### config.mk
export PLATFORM = sky130hd
export DESIGN_NAME = ex_div
export DESIGN_NICKNAME = d
export VERILOG_FILES = /design/src/rtl/ex_div.sv
export SDC_FILE = /design/constraint.sdc
export NUM_CORES = 1
export LEC_CHECK = 0
export CAP_MARGIN = 20
export CORE_MARGIN = 5
export CORE_UTILIZATION = 55
export DETAILED_ROUTE_END_ITERATION = 12
export PLACE_DENSITY = 0.75
export SYNTH_ARGS = -nofsm -noshare
export SYNTH_HDL_FRONTEND = slang
export SYNTH_SLANG_ARGS = --single-unit
### constraint.sdc
create_clock -name clk_i -period 5.7 [get_ports clk_i]
set_clock_uncertainty 0.2 [all_clocks]
set_input_delay 1.425 -clock clk_i [delete_from_list [all_inputs] [get_ports clk_i]]
set_output_delay 1.425 -clock clk_i [all_outputs]
set_load 0.02 [all_outputs]
### src/rtl/ex_div.sv
// ex_div: iterative radix-2 restoring divider for the EX stage (RV32M DIV/DIVU/REM/REMU).
// One quotient bit is resolved per cycle. Divide-by-zero and signed overflow
// are resolved when the request is accepted, so they finish one cycle later.
module ex_div #(
  parameter int XLEN  = 32,
  parameter int CNT_W = 6
) (
  input  logic            clk_i,
  input  logic            rst_i,
  input  logic            start_i,
  input  logic [1:0]      op_i,
  input  logic [XLEN-1:0] op1_i,
  input  logic [XLEN-1:0] op2_i,
  input  logic [4:0]      reg_waddr_i,
  input  logic            cancel_i,
  output logic [XLEN-1:0] result_o,
  output logic            valid_o,
  output logic            reg_we_o,
  output logic [4:0]      reg_waddr_o,
  output logic            stall_req_o
);

  typedef enum logic [1:0] {
    S_IDLE = 2'd0,
    S_BUSY = 2'd1,
    S_DONE = 2'd2
  } state_e;

  localparam logic [XLEN-1:0]  ZERO     = {XLEN{1'b0}};
  localparam logic [XLEN-1:0]  ONE      = {{(XLEN-1){1'b0}}, 1'b1};
  localparam logic [XLEN-1:0]  ALL_ONES = {XLEN{1'b1}};
  localparam logic [XLEN-1:0]  MIN_NEG  = {1'b1, {(XLEN-1){1'b0}}};
  localparam logic [CNT_W-1:0] CNT_ZERO = {CNT_W{1'b0}};
  localparam logic [CNT_W-1:0] CNT_ONE  = {{(CNT_W-1){1'b0}}, 1'b1};
  localparam logic [CNT_W-1:0] CNT_LAST = CNT_W'(XLEN - 1);

  state_e            state_q, state_d;
  logic [CNT_W-1:0]  cnt_q, cnt_d;
  logic [XLEN-1:0]   rem_q, rem_d;       // partial remainder
  logic [XLEN-1:0]   quo_q, quo_d;       // dividend shifting out, quotient shifting in
  logic [XLEN-1:0]   dvs_q, dvs_d;       // divisor magnitude
  logic [XLEN-1:0]   result_q, result_d;
  logic [4:0]        waddr_q, waddr_d;
  logic              sel_rem_q, sel_rem_d; // op selects remainder (REM/REMU)
  logic              neg_quo_q, neg_quo_d;
  logic              neg_rem_q, neg_rem_d;

  logic              accept_s;
  logic              is_signed_s;
  logic              div_zero_s;
  logic              ovf_s;
  logic [XLEN-1:0]   op1_abs_s;
  logic [XLEN-1:0]   op2_abs_s;
  logic [XLEN-1:0]   special_s;
  logic [XLEN:0]     shifted_s;
  logic [XLEN:0]     trial_s;
  logic [XLEN-1:0]   rem_step_s;
  logic [XLEN-1:0]   quo_step_s;
  logic [XLEN-1:0]   quo_fix_s;
  logic [XLEN-1:0]   rem_fix_s;

  // Operand conditioning, special-case detection and one restoring-division step.
  always_comb begin
    accept_s    = (state_q == S_IDLE) && start_i && !cancel_i;
    is_signed_s = !op_i[0];
    op1_abs_s   = (is_signed_s && op1_i[XLEN-1]) ? (~op1_i + ONE) : op1_i;
    op2_abs_s   = (is_signed_s && op2_i[XLEN-1]) ? (~op2_i + ONE) : op2_i;
    div_zero_s  = (op2_i == ZERO);
    ovf_s       = is_signed_s && (op1_i == MIN_NEG) && (op2_i == ALL_ONES);
    if (op_i[1]) begin
      special_s = div_zero_s ? op1_i : ZERO;
    end else begin
      special_s = div_zero_s ? ALL_ONES : MIN_NEG;
    end

    shifted_s = {rem_q, quo_q[XLEN-1]};
    trial_s   = shifted_s - {1'b0, dvs_q};
    if (!trial_s[XLEN]) begin
      rem_step_s = trial_s[XLEN-1:0];
      quo_step_s = {quo_q[XLEN-2:0], 1'b1};
    end else begin
      rem_step_s = shifted_s[XLEN-1:0];
      quo_step_s = {quo_q[XLEN-2:0], 1'b0};
    end
    quo_fix_s = neg_quo_q ? (~quo_step_s + ONE) : quo_step_s;
    rem_fix_s = neg_rem_q ? (~rem_step_s + ONE) : rem_step_s;
  end

  // Next-state and datapath-register update selection for the IDLE/BUSY/DONE FSM.
  always_comb begin
    state_d   = state_q;
    cnt_d     = cnt_q;
    rem_d     = rem_q;
    quo_d     = quo_q;
    dvs_d     = dvs_q;
    result_d  = result_q;
    waddr_d   = waddr_q;
    sel_rem_d = sel_rem_q;
    neg_quo_d = neg_quo_q;
    neg_rem_d = neg_rem_q;
    case (state_q)
      S_IDLE: begin
        if (accept_s) begin
          sel_rem_d = op_i[1];
          waddr_d   = reg_waddr_i;
          cnt_d     = CNT_ZERO;
          rem_d     = ZERO;
          quo_d     = op1_abs_s;
          dvs_d     = op2_abs_s;
          neg_quo_d = is_signed_s && (op1_i[XLEN-1] ^ op2_i[XLEN-1]);
          neg_rem_d = is_signed_s && op1_i[XLEN-1];
          if (div_zero_s || ovf_s) begin
            result_d = special_s;
            state_d  = S_DONE;
          end else begin
            state_d  = S_BUSY;
          end
        end else begin
          state_d = S_IDLE;
        end
      end
      S_BUSY: begin
        if (cancel_i) begin
          cnt_d   = CNT_ZERO;
          state_d = S_IDLE;
        end else begin
          rem_d = rem_step_s;
          quo_d = quo_step_s;
          if (cnt_q == CNT_LAST) begin
            cnt_d    = CNT_ZERO;
            result_d = sel_rem_q ? rem_fix_s : quo_fix_s;
            state_d  = S_DONE;
          end else begin
            cnt_d    = cnt_q + CNT_ONE;
            state_d  = S_BUSY;
          end
        end
      end
      S_DONE: begin
        state_d = S_IDLE;
      end
      default: begin
        state_d = S_IDLE;
      end
    endcase
  end

  // State and datapath registers with synchronous reset.
  always_ff @(posedge clk_i) begin
    if (rst_i) begin
      state_q   <= S_IDLE;
      cnt_q     <= CNT_ZERO;
      rem_q     <= ZERO;
      quo_q     <= ZERO;
      dvs_q     <= ZERO;
      result_q  <= ZERO;
      waddr_q   <= 5'd0;
      sel_rem_q <= 1'b0;
      neg_quo_q <= 1'b0;
      neg_rem_q <= 1'b0;
    end else begin
      state_q   <= state_d;
      cnt_q     <= cnt_d;
      rem_q     <= rem_d;
      quo_q     <= quo_d;
      dvs_q     <= dvs_d;
      result_q  <= result_d;
      waddr_q   <= waddr_d;
      sel_rem_q <= sel_rem_d;
      neg_quo_q <= neg_quo_d;
      neg_rem_q <= neg_rem_d;
    end
  end

  // Output drive: the strobe and stall must react to cancel/start in the same cycle.
  always_comb begin
    result_o    = result_q;
    reg_waddr_o = waddr_q;
    valid_o     = (state_q == S_DONE) && !cancel_i;
    reg_we_o    = valid_o;
    stall_req_o = accept_s || (state_q == S_BUSY);
  end

endmodule

==> metrics.yaml <==
status: "complete, no violations"
path_class: "primary input to flop"
leakage_nw: 5.02
ir_worst_vdd_v: 0.000180
grt_pass1_wl_mm: 63.0
async_flop_share: 0
power_mw: 3.18
ys.flop_type: "dfxtp_1"
numPortBuffers: 114
clkSinkCount: 144
whs_ps: 253
dp_slack_ps: 453
netlist_top_cells_count: "226 x nor2_1, 158 x nand2_1, 152 x o21ai_0, 144 x dfxtp_1, 138 x a21oi_1"
cp-start-kind: "primary input"
rsz0062_at_grt: "false"
antenna_found_initial: 0
synth_area_um2: 11600
path_clk_slew_ps: 60
rrSetupSlack_ps: 660
end_kind: "flop"
hold_viol_final: 0
nNetsFinal: 1804
holdPathStages: 2
drv_slew: 0
overflow: 0
io_pins: 115
grt_max_degree: 73
first_iter_violations: 1408
design.die.area_um2: 24100
synth_warnings: 0
antenna_cells: 0
grt_pass1_vias: 11824
ys_seq_elements: 144
arrival_ps: 5260
syn_inst: 1623
fin_tns_setup_ps: 0
synth_area_leaders: "dfxtp_1 25%, nor2_1 7.3%, o21ai_0 6.5%"
postSynthAreaPerCell_um2: 7.16
setup_viol: 0
reg2regPathDepth: 17
initial_core_util: 0.556
critPathMaxFanout: 62
critPathRequiredTime_ps: 5870
post-cts-setup-buffers: 0
fin_ws_ps: 610
viasPerCell: 6.45
vias: 12765
cap_violations: 0
synth_top_area_frac: 0.248
slew_headroom: 0.256
synth_top_area_cell: "dfxtp_1"
synth_edf_count: 0
synth_most_common_cell: "nor2_1"
min_period_ps: 5090
cts_htree_levels: 4
fp.dieW_um: 155
clk_path_buf_depth: 2
p_per_area_nw_per_um2: 234
max_freq_mhz: 196
row_count: 53
numCtsBuffers: 17
period_share: 0.893
clockRootBuffer: "clkbuf_16"
drive_above_1_share: 0.0552
die_h_um: 155
dr.pass1.iters: 6
drc: 0
tightest_slew_ps: 1120
wl_per_cell_um: 20.1
routabilityCongestion: 0.950
synth_seq_area_share: 0.248
syn2layout_area_growth_pct: 17.0
hp-class: "flop to flop"
cts_resized: 0
core-area_um2: 20900
synth_cell_type_count: 85
drt_wl_total_mm: 39.8
clock_latency_ps: 430
cts_tree: "built"
ctsHoldBuffers: 0
hpwlAfterDp_mm: 29.6
synth_nets: 1737
multiInputGateArea_um2: 8130
grt_usage: 0.321
drtAntennaViolNets: 0
seqCellArea_um2: 2880
fillers: 1939
-- per-stage QoR --
| step | area, um^2 | instances | util |
|---|---|---|---|
| global route | 13600 | 1978 | 0.651 |
| floorplan | 11600 | 1623 | - |
| finish | 13600 | 1978 | 0.651 |
| detailed placement | 13000 | 1946 | 0.620 |
| CTS | 13600 | 1978 | 0.651 |
| global placement | 13000 | 1946 | 0.620 |
-- sequential cells by signal, indices dropped and copies added, names as in the netlist --
signal,count
cnt_q,6
dvs_q,32
neg_quo_q,1
quo_q,32
neg_rem_q,1
reg_waddr_o,5
state_q,2
result_o,32
rem_q,32
sel_rem_q,1
-- final cells by class --
type                            count  area share
Tap cell                          275      0.0253
Clock buffer                       20      0.0321
Multi-Input combinational cell   1323       0.598
Inverter                           61      0.0168
Timing Repair Buffer              143       0.101
Sequential cell                   144       0.212
Clock inverter                     12      0.0154
-- power breakdown --
part | leakage [nW] | internal (mW) | switching [mW]
registers | 1.17 | 1.05 | 0.0467
logic | 3.55 | 0.303 | 0.505
clock network | 0.305 | 0.782 | 0.489
-- cell families after synthesis --
kind of cell	Yosys count	synth area share
and+or+nand+nor	590	0.236
AOI/OAI and AO/OA	549	0.308
buffers and inverters	156	0.0543
DFF	144	0.248
xor gates and xnor gates	124	0.0935
adders and majority gates	39	0.0426
muxes	21	0.0183
-- worst max-delay path: stages --
cell	delay, ps
clkdlybuf4s50_1	500
or4_1	620
nor4_1	470
nand3_1	290
or4_1	510
o21ai_0	160
o21ai_0	200
a21oi_4	230
buf_12	270
and2_1	200
o221ai_1	110
a21oi_1	140
a21o_1	100
-- worst paths after layout --
check	endpoint	startpoint
hold reg to reg	dvs_q[31]	dvs_q[31]
setup / recovery	result_o[28]	op1_i[6]
hold / removal	dvs_q[31]	dvs_q[31]
setup reg to reg	result_o[20]	rem_q[22]
-- metal layers --
metal	vias to the layer above	wire length [um]	GRT usage
met5	-	0	0
met4	0	1170	0.100
met3	101	3840	0.0693
met2	683	17800	0.497
met1	5956	17000	0.447
li1	6025	-	-
-- cells in the final DEF, fill, tap and decap left out, types with 11 or more instances in the layout --
master / synthesis / layout
a211oi_1: 57 / 57
a21o_1: 12 / 12
a21oi_1: 138 / 137
a22oi_1: 17 / 17
a311oi_1: 16 / 16
a31oi_1: 15 / 15
and2_1: 20 / 20
buf_4: 4 / 29
clkbuf_16: 0 / 17
clkdlybuf4s50_1: 0 / 113
dfxtp_1: 144 / 144
ha_1: 38 / 38
inv_1: 58 / 58
mux2i_1: 19 / 19
nand2_1: 158 / 157
nand2b_1: 16 / 16
nand3_1: 24 / 24
nand4_1: 13 / 13
nor2_1: 226 / 225
nor3_1: 43 / 43
nor4_1: 17 / 17
o211ai_1: 17 / 17
o21a_1: 11 / 11
o21ai_0: 152 / 152
o31ai_1: 28 / 28
or3_1: 29 / 29
or4_1: 12 / 12
xnor2_1: 60 / 60
xor2_1: 64 / 64
Note: power is estimated with default switching activity, not from simulation.
